**config.mk**
```make
export PLATFORM = sky130hd
export DESIGN_NAME = wb_stage
export DESIGN_NICKNAME = d
export VERILOG_FILES = /design/src/rtl/wb_stage.sv
export SDC_FILE = /design/constraint.sdc
export NUM_CORES = 1
export LEC_CHECK = 0
export ABC_AREA = 1
export CAP_MARGIN = 20
export CORE_MARGIN = 2
export CORE_UTILIZATION = 46
export DETAILED_ROUTE_END_ITERATION = 7
export GPL_ROUTABILITY_DRIVEN = 0
export GPL_TIMING_DRIVEN = 0
export HOLD_SLACK_MARGIN = 0.05
export PLACE_DENSITY_LB_ADDON = 0.12
export SYNTH_ARGS = -nofsm -noshare
export SYNTH_HDL_FRONTEND = slang
export SYNTH_SLANG_ARGS = --single-unit
```
**constraint.sdc**
```tcl
create_clock -name clk -period 1.6 [get_ports clk]
set_input_delay 0.4 -clock clk [delete_from_list [all_inputs] [get_ports clk]]
set_output_delay 0.4 -clock clk [all_outputs]
set_load 0.01 [all_outputs]
```
**src/rtl/wb_stage.sv**
```systemverilog
// wb_stage: write-back pipeline stage.
// Registers the instruction arriving from the memory stage and turns it into
// a register-file write (enable, index, data).
// Optional feature: define WB_RETIRE_CNT_EN to build the retired-instruction
// counter; otherwise retired_cnt is tied to zero.

`ifndef ADDRESS_LEN
`define ADDRESS_LEN 32
`endif

`ifndef WORD_LEN
`define WORD_LEN 32
`endif

module wb_stage #(
    parameter int REG_ADDR_LEN   = 4,
    parameter int RETIRE_CNT_LEN = 32
) (
    input  logic                      clk,
    input  logic                      rst,
    input  logic                      freeze,
    input  logic                      flush,
    input  logic                      valid_in,
    input  logic [`ADDRESS_LEN-1:0]   pc_in,
    input  logic                      WB_EN_in,
    input  logic                      MEM_R_EN_in,
    input  logic [REG_ADDR_LEN-1:0]   Dest_in,
    input  logic [`WORD_LEN-1:0]      ALU_Res_in,
    input  logic [`WORD_LEN-1:0]      Mem_Data_in,
    output logic [`ADDRESS_LEN-1:0]   pc,
    output logic                      WB_EN,
    output logic [REG_ADDR_LEN-1:0]   Dest,
    output logic [`WORD_LEN-1:0]      WB_Value,
    output logic                      wb_valid,
    output logic [RETIRE_CNT_LEN-1:0] retired_cnt
);

    logic                    valid_q;
    logic                    wb_en_q;
    logic                    mem_r_en_q;
    logic [REG_ADDR_LEN-1:0] dest_q;
    logic [`ADDRESS_LEN-1:0] pc_q;
    logic [`WORD_LEN-1:0]    alu_res_q;
    logic [`WORD_LEN-1:0]    mem_data_q;

    // Stage register: reset and flush both load an all-zero bubble, freeze holds.
    always_ff @(posedge clk) begin
        if (rst || flush) begin
            valid_q    <= 1'b0;
            wb_en_q    <= 1'b0;
            mem_r_en_q <= 1'b0;
            dest_q     <= '0;
            pc_q       <= '0;
            alu_res_q  <= '0;
            mem_data_q <= '0;
        end else if (!freeze) begin
            valid_q    <= valid_in;
            wb_en_q    <= WB_EN_in;
            mem_r_en_q <= MEM_R_EN_in;
            dest_q     <= Dest_in;
            pc_q       <= pc_in;
            alu_res_q  <= ALU_Res_in;
            mem_data_q <= Mem_Data_in;
        end
    end

    // Write-back outputs: a bubble never writes, loads return memory data.
    // A frozen stage keeps WB_EN high, which just repeats the same write.
    always_comb begin
        WB_EN    = wb_en_q & valid_q;
        WB_Value = mem_r_en_q ? mem_data_q : alu_res_q;
        pc       = pc_q;
        Dest     = dest_q;
        wb_valid = valid_q;
    end

`ifdef WB_RETIRE_CNT_EN
    localparam logic [RETIRE_CNT_LEN-1:0] CNT_ONE = RETIRE_CNT_LEN'(1);

    logic [RETIRE_CNT_LEN-1:0] retire_cnt_q;

    // Count each real instruction as it leaves the stage; a flush replaces
    // what comes in, not what goes out, so it does not suppress the count.
    always_ff @(posedge clk) begin
        if (rst) begin
            retire_cnt_q <= '0;
        end else if (valid_q && !freeze) begin
            retire_cnt_q <= retire_cnt_q + CNT_ONE;
        end
    end

    assign retired_cnt = retire_cnt_q;
`else
    assign retired_cnt = '0;
`endif

endmodule

```
==> flow_metrics.tcl <==
set metrics [dict create \
    power_density_mw_per_mm2 764 \
    die_w_um 106 \
    violations "setup timing" \
    antenna_left 0 \
    yosys.area_share.simple_pct 34.9 \
    final-max-slew-violation-count 0 \
    setup_violations 32 \
    seq_area_frac_synth_pct 42.9 \
    cts-root-buf "clkbuf_8" \
    num_io_pins 209 \
    postLayoutSetupSlackWorst_ns -0.135 \
    dp.cells 1101 \
    power_frac_comb_pct 19.6 \
    r2r_slack_ns 0.55 \
    grt_max_degree 17 \
    setup_tns_ns -2.77 \
    seqPwrFrac_pct 49.8 \
    critPathMaxFanout 4 \
    syn_area_per_cell_um2 6.33 \
    core_area_mm2 0.0102 \
    p_leak_uw 0.00367 \
    dp_hpwl_um 9020 \
    cts_tree "built" \
    die_area_mm2 0.0113 \
    hold_ws_ns 0.505 \
    path_class "register to output pin" \
    n_antenna_cell 0 \
    fin_crit_sh_pct 108 \
    synth_xor_area_share_pct 0 \
    status "complete, but fails checks" \
    fin_nets 1090 \
    finish.instance_area_mm2 0.00715 \
    ys_ff_latch 103 \
    finalPower_uw 5470 \
    min_from "pc[6]" \
    wl_um 12700 \
    h-tree-depth 3 \
    clkLatencyLatePin_ns 0.37 \
    yosysWarnings 0 \
    ys_types 11 \
    layoutNonFillerInstCount 1123 \
    grt_pass1_wl_um 20000 \
    std_cell_rows 37 \
    p_int_uw 4000 \
    fillers 956 \
    portBuffers 175 \
    cp.required_ns 1.20 \
    netlist_instances 759 \
    power.net_switching_uw 1470 \
    hold_depth 4 \
    fmax_mhz 576 \
    synth_compound_area_share_pct 3.34 \
    drtIter0Drc 188 \
    startpoint_type "register" \
    grt_overflow 0 \
    ctsHoldBuffers 0 \
    clock_skew_ns 0 \
    switching_share_pct 26.8 \
    fin_crit_ns 1.73 \
    hold_viol 0 \
    synth_area_mm2 0.00480 \
    cts_inserted_buffers 9 \
    vias 4714 \
    die_height_um 106 \
    min_to "pc[6]" \
    grt_pass1_vias 4195 \
    synth_fa_ha_area_share_pct 0 \
    ir_drop_mv 0.442 \
    routed_via_density 4.20 \
    rsz0062_at_grt "true" \
    drcViolationCount 0 \
    crit_path_start "mem_r_en_q" \
    wl_per_cell_um 11.3 \
    synth_top_family_by_area "simple AND/OR/NAND/NOR gates" \
    grtUsageTotal_pct 22.0 \
    clkTransAtPathRegs_ns 0.11 \
    area_delta_synth_final_pct 49.0 \
    arrival_ns 1.33 \
    cap_violations 0 \
    clk_path_buf_depth 2 \
    r2r-end "mem_r_en_q" \
    synthMuxAreaShare_pct 0 \
    hold_class "register to register" \
    drive_gt1_share_pct 16.2 \
    rr_startpoint "mem_r_en_q" \
    drt-pass1-iter-count 4 \
    clkPwrFrac_pct 30.7 \
    ff2ff_path_depth 7 \
    placed_area_mm2 0.00684 \
    clock-sinks 103 \
    initial_core_util_pct 46.9 \
    worst_setup_path_end_kind "output pin" \
    antenna_found_initial 0 \
]
[registers in the layout, indices dropped and copies added (netlist names)]
signal and cells:
wb_en_q 1, Dest 4, mem_data_q 32, alu_res_q 32
mem_r_en_q 1, pc 32, wb_valid 1
[routing by layer]
layer / part of all wire [%] / global-route usage, % / vias to the layer above
li1: - / - / 2564
met1: 44 / 27.0 / 1995
met2: 47 / 37.5 / 140
met3: 7.7 / 6.19 / 15
met4: 1.5 / 6.67 / 0
met5: 0 / 0 / -
[worst max path at each step]
stage | depth (start not counted) | end
floorplan | 3 | WB_Value[12]
finish | 4 | WB_Value[29]
global placement | 4 | WB_Value[21]
detailed placement | 4 | WB_Value[15]
global route | 5 | WB_Value[29]
CTS | 5 | WB_Value[31]
[cell type report]
| type | instances | area [um^2] | area share [%] |
|---|---|---|---|
| inverter | 104 | 390 | 5.46 |
| sequential | 103 | 2070 | 28.9 |
| tap | 136 | 170 | 2.38 |
| timing repair buffer | 182 | 1680 | 23.4 |
| clock inverter | 5 | 58.8 | 0.822 |
| buffer | 73 | 578 | 8.08 |
| multi-input combinational | 510 | 2080 | 29.0 |
| clock buffer | 10 | 138 | 1.92 |
[kinds of logic (layout without fill, tap and decap cells)]
family | after synthesis | after routing
simple gates | 446 | 446
buf+inv | 177 | 374
flops | 103 | 103
compound gates | 32 | 32
other cells | 1 | 32
[worst max-delay path, cell delays in order, from the launching register on]
cell and delay, ns:
dfxtp_4 0.37, clkbuf_16 0.16, buf_6 0.13, o21ai_1 0.16, buf_2 0.16
[Yosys cell counts, drive strengths merged]
| cell type | instances | area share [%] |
|---|---|---|
| nand2 | 239 | 19 |
| nor2 | 207 | 16 |
| inv | 104 | 8.1 |
| dfxtp | 103 | 43 |
| buf | 71 | 10 |
| o21ai | 32 | 3.3 |
| clkbuf | 2 | 0.16 |
| conb | 1 | 0.078 |
[power groups by stage]
stage	clock [uW]	sequential, uW	combinational (uW)
3_3_place_gp	0	2770	1050
3_5_place_dp	0	2780	1060
6_report	1680	2720	1070
5_1_grt	1810	2740	1190
4_1_cts	1700	2720	1020
2_1_floorplan	0	2790	527
[metrics by stage]
step	utilization [%]	setup WS [ns]
2_1_floorplan	-	0.302
3_3_place_gp	66.9	-0.363
3_5_place_dp	66.9	-0.371
4_1_cts	67.7	-0.156
5_1_grt	69.9	-0.183
6_report	69.9	-0.135
[what timing repair did]
action	in CTS	in global routing
pin swaps	0	9
gates cloned	2	3
endpoints found under the setup margin	70	32
setup buffers	2	0
gates resized for setup	223	51
[cell usage in the layout, fill, tap and decap left out, drive strengths merged]
cell type	count
clkdlybuf4s50	105
clkbuf	13
clkinvlp	2
dfxtp	103
bufinv	1
inv	104
dlygate4sd2	38
clkinv	2
nand2	239
nor2	207
o21ai	32
conb	32
buf	109
No activity file was read; power rests on OpenSTA's default activity.
